[src/rtl/sync_fifo.sv]
// sync_fifo: single-clock FIFO with almost-full/empty thresholds, occupancy count, sticky ovf/udf, sync flush.
// Latency: a write is visible the next cycle; rdata is registered (1 cycle) or first-word fall-through if FIFO_FWFT_EN.
// Backpressure: full drops writes and sets ovf, empty drops reads and sets udf; gating uses registered state only.
module sync_fifo #(
   parameter int DW        = 8,
   parameter int AW        = 3,
   parameter int AFULL_TH  = 6,
   parameter int AEMPTY_TH = 1
) (
   input  logic          clk,
   input  logic          rstn,
   input  logic          clr,
   input  logic          wreq,
   input  logic [DW-1:0] wdata,
   output logic          full,
   output logic          afull,
   input  logic          rreq,
   output logic [DW-1:0] rdata,
   output logic          empty,
   output logic          aempty,
   output logic [AW:0]   level,
   output logic          ovf,
   output logic          udf
);

   localparam int          DEPTH    = 2 ** AW;
   localparam logic [AW:0] DEPTH_L  = DEPTH[AW:0];
   localparam logic [AW:0] AFULL_L  = AFULL_TH[AW:0];
   localparam logic [AW:0] AEMPTY_L = AEMPTY_TH[AW:0];

   logic [DW-1:0] mem_q [DEPTH];
   logic [AW:0]   wr_ptr_q, wr_ptr_d;
   logic [AW:0]   rd_ptr_q, rd_ptr_d;
   logic [AW:0]   level_w;
   logic          ovf_q, ovf_d;
   logic          udf_q, udf_d;
   logic          full_w, empty_w;
   logic          wr_acc, rd_acc;

   // Wrap bit in the pointer MSB makes the modulo difference the exact occupancy.
   assign level_w = wr_ptr_q - rd_ptr_q;
   assign full_w  = (level_w == DEPTH_L);
   assign empty_w = (level_w == '0);
   assign wr_acc  = wreq & ~full_w & ~clr;
   assign rd_acc  = rreq & ~empty_w & ~clr;

   always_comb begin
      wr_ptr_d = wr_ptr_q;
      rd_ptr_d = rd_ptr_q;
      ovf_d    = ovf_q;
      udf_d    = udf_q;
      if (clr) begin
         wr_ptr_d = '0;
         rd_ptr_d = '0;
         ovf_d    = 1'b0;
         udf_d    = 1'b0;
      end else begin
         if (wr_acc)         wr_ptr_d = wr_ptr_q + (AW+1)'(1);
         if (rd_acc)         rd_ptr_d = rd_ptr_q + (AW+1)'(1);
         if (wreq & full_w)  ovf_d    = 1'b1;
         if (rreq & empty_w) udf_d    = 1'b1;
      end
   end

   always_ff @(posedge clk or negedge rstn) begin
      if (!rstn) begin
         wr_ptr_q <= '0;
         rd_ptr_q <= '0;
         ovf_q    <= 1'b0;
         udf_q    <= 1'b0;
      end else begin
         wr_ptr_q <= wr_ptr_d;
         rd_ptr_q <= rd_ptr_d;
         ovf_q    <= ovf_d;
         udf_q    <= udf_d;
      end
   end

   // Storage carries no reset; stale words are never exposed because empty gates every read path.
   always_ff @(posedge clk) begin
      if (wr_acc) mem_q[wr_ptr_q[AW-1:0]] <= wdata;
   end

`ifdef FIFO_FWFT_EN
   assign rdata = empty_w ? '0 : mem_q[rd_ptr_q[AW-1:0]];
`else
   logic [DW-1:0] rdata_q, rdata_d;

   always_comb begin
      rdata_d = rdata_q;
      if (clr)         rdata_d = '0;
      else if (rd_acc) rdata_d = mem_q[rd_ptr_q[AW-1:0]];
   end

   always_ff @(posedge clk or negedge rstn) begin
      if (!rstn) rdata_q <= '0;
      else       rdata_q <= rdata_d;
   end

   assign rdata = rdata_q;
`endif

   assign level  = level_w;
   assign full   = full_w;
   assign empty  = empty_w;
   assign afull  = (level_w >= AFULL_L);
   assign aempty = (level_w <= AEMPTY_L);
   assign ovf    = ovf_q;
   assign udf    = udf_q;

endmodule

[config.mk]
export PLATFORM = sky130hd
export DESIGN_NAME = sync_fifo
export DESIGN_NICKNAME = d
export VERILOG_FILES = /design/src/rtl/sync_fifo.sv
export SDC_FILE = /design/constraint.sdc
export NUM_CORES = 1
export LEC_CHECK = 0
export ABC_AREA = 0
export ABC_CLOCK_PERIOD_IN_PS = 4370
export CAP_MARGIN = 20
export CORE_ASPECT_RATIO = 1.2
export CORE_MARGIN = 4
export CORE_UTILIZATION = 45
export CTS_CLUSTER_SIZE = 20
export DETAILED_ROUTE_END_ITERATION = 10
export PLACE_DENSITY = 0.71
export SLEW_MARGIN = 20
export SYNTH_ARGS = -nofsm -noshare
export SYNTH_HDL_FRONTEND = slang
export SYNTH_SLANG_ARGS = --single-unit
[constraint.sdc]
create_clock -name clk -period 4.37 [get_ports clk]
set_clock_uncertainty 0.1 [all_clocks]
set_input_delay 1.0925 -clock clk [delete_from_list [all_inputs] [get_ports clk]]
set_output_delay 1.0925 -clock clk [all_outputs]
set_load 0.1 [all_outputs]
==> results.py <==
metrics = {
    "outcome": {
        "status": "completed",
    },
    "final_layout": {
        "final_cell_mix": "64 x edfxtp_1, 22 x clkdlybuf4s50_1, 19 x nand2_1",
        "area_growth_pct": 21.9,
        "drive_gt1_share_pct": 24.0,
        "fillers": 596,
        "antenna_cells": 0,
        "final_cells": 348,
        "final_area_mm2": 0.00418,
        "final_util_pct": 57.1,
        "final_common_cell": "edfxtp_1",
        "fin_nets": 272,
    },
    "floorplanning": {
        "fp.dieW_um": 87.7,
        "start_util_pct": 46.9,
        "core.rowCount": 34,
        "die_h_um": 104,
        "core_mm2": 0.00732,
        "ios": 31,
        "die-area_mm2": 0.00908,
    },
    "setup_path": {
        "slowest_delay_ns": 0.54,
        "crit_fanout": 11,
        "path_class": "reg -> out",
        "cp-end-kind": "output port",
        "required_ns": 3.18,
        "arrival_ns": 2.73,
        "crit_slowest_cell": "dfrtp_1",
        "crit_chain": "clkinv_1 -> ha_1 -> xnor2_1 -> nand3_1 -> nor3_4 -> buf_12",
        "cp_top_family": "buffers and inverters",
        "startpoint_type": "register",
        "path_buf_inv": 2,
    },
    "clock_tree": {
        "cts-resized-gates": 0,
        "clock-sinks": 82,
        "cts.path.max_buffers": 2,
        "cts.htree.levels": 3,
        "clk_latency_ns": 0.35,
        "cts_tree": "done",
        "holdBufCountCts": 0,
        "post_cts_buffers": 0,
        "root_buffer": "clkbuf_8",
        "cts_made_buffers": 9,
        "clkTransAtPathRegs_ns": 0.08,
    },
    "placed_design": {
        "gp_congestion": 0.764,
        "placed_cells": 332,
        "numPortBuffers": 30,
        "place_hpwl_mm": 4.29,
        "post_dp_cell_area_mm2": 0.00395,
    },
    "flow_run": {
        "cap_violations": 0,
    },
    "detailed_routing": {
        "top_layer": "met4",
        "drcViolationCount": 0,
        "dr.first_iter.drc_count": 114,
        "avgViaCountPerCell": 5.47,
        "vias": 1902,
        "drt-met1-wl_mm": 2.68,
        "totalWireLength_mm": 6.57,
        "wl_per_cell_um": 18.9,
        "antenna_left": 0,
        "dr.pass1.iters": 4,
        "dr_wl_met3_um": 342,
        "routed-wl-met2_mm": 3.45,
    },
    "global_routing": {
        "first_global_vias": 1931,
        "track_usage_pct": 15.6,
        "grt_antenna_before_repair": 0,
        "grt_overflow": 0,
        "grt_pass1_wl_mm": 10.4,
        "grt_max_degree": 22,
    },
    "synthesis": {
        "ys_warn_count": 0,
        "avgSynthCellArea_um2": 16.2,
        "synth.net_count": 231,
        "syn_area_mm2": 0.00343,
        "yosysUniqueCellTypes": 38,
        "ys_ff_latch": 82,
        "syn_inst": 212,
        "seq_area_frac_synth_pct": 69.2,
    },
    "sta": {
        "worstMarginPinSlew_ns": 0.984,
        "max-slew-margin-rel_pct": 34.2,
        "max_freq_mhz": 255,
        "rsz0062_at_grt": "false",
        "fin_crit_sh_pct": 89.8,
        "min_period_ns": 3.92,
        "finalHoldViolations": 0,
        "setup_viol": 0,
        "holdWs_ns": 0.405,
        "slew_violations": 0,
    },
    "min_path": {
        "hold_class": "reg -> reg",
    },
}
-- routing by layer --
layer  GRT usage [%]  vias up
li1                -      896
met4            5.15        0
met1            20.6      945
met3            3.81        6
met5               0        -
met2            25.3       55
-- synth_stat cells --
library cell	number	area share [%]
clkbuf_1	4	0.44
ha_1	5	1.8
nor4_1	2	0.36
dfrtp_1	18	13
mux4_2	16	11
nand2b_1	2	0.36
a21oi_2	1	0.26
o21ai_0	1	0.15
o21ai_1	1	0.15
a311oi_1	8	2.0
mux2_1	2	0.66
or2_2	1	0.18
mux2i_1	3	0.88
nor2_1	17	1.9
xor2_1	1	0.26
or3_1	2	0.36
a31oi_1	1	0.18
o31ai_4	1	0.62
xnor2_1	3	0.77
nand3_1	3	0.44
inv_2	1	0.11
buf_2	3	0.44
buf_4	4	0.88
edfxtp_1	64	56
nand3b_1	1	0.22
nor3_1	7	1.0
a21oi_1	4	0.58
and3_1	1	0.18
fa_1	1	0.58
clkinv_1	1	0.11
a21o_1	1	0.22
nor2b_1	1	0.18
a41oi_1	1	0.26
inv_1	7	0.77
nand4_1	1	0.18
o22ai_1	1	0.18
nor4b_1	2	0.51
nand2_1	19	2.1
-- stage by stage --
stage               TNS, ns  worst slack (ns)
floorplan            -0.188            -0.188
global placement          0             0.890
detailed placement        0             0.800
CTS                       0             0.413
global route              0             0.211
finish                    0             0.447
-- tightest hold or removal path, stage by stage, from the launching register on --
cell and delay, ns:
dfrtp_1 0.35, a21oi_1 0.05, nor2_1 0.07
-- layout make-up --
class / count / area [µm²] / area share [%]
clock buffers: 9 / 124 / 2.96
clock inverters: 7 / 106 / 2.54
inverters: 9 / 33.8 / 0.808
multi-input cells: 110 / 1010 / 24.1
flip-flops and latches: 82 / 2370 / 56.7
well taps: 90 / 113 / 2.69
repair buffers: 41 / 425 / 10.2
-- cell families after synthesis --
| logic type | count (synthesis) | share of synthesized area (%) |
|---|---|---|
| simple gates | 59 | 7.96 |
| mux | 21 | 12.0 |
| fa+ha+maj | 6 | 2.41 |
| compound gates | 20 | 4.64 |
| flops | 82 | 69.2 |
| buf+inv | 20 | 2.74 |
| xor+xnor | 4 | 1.02 |
-- worst paths after layout --
| kind | startpoint | endpoint | slack, ns | cells after the start |
|---|---|---|---|---|
| max in group asynchronous | rstn | rd_ptr_q[1] | 2.53 | 1 |
| setup / recovery | rd_ptr_q[2] | full | 0.45 | 6 |
| hold reg to reg | ovf | ovf | 0.41 | 2 |
| hold / removal | ovf | ovf | 0.41 | 2 |
| setup reg to reg | rd_ptr_q[2] | rd_ptr_q[3] | 1.10 | 7 |
| min in group asynchronous | rstn | ovf | 1.12 | 1 |
-- state kept, by name, summed over array words and instances (netlist names) --
signal,cells
udf,1
rdata,8
mem_q,64
rd_ptr_q,4
ovf,1
wr_ptr_q,4
Power is left out: the tool's default activity adds up to more than one toggle a clock period on the data nets, which glitch-free logic cannot reach.
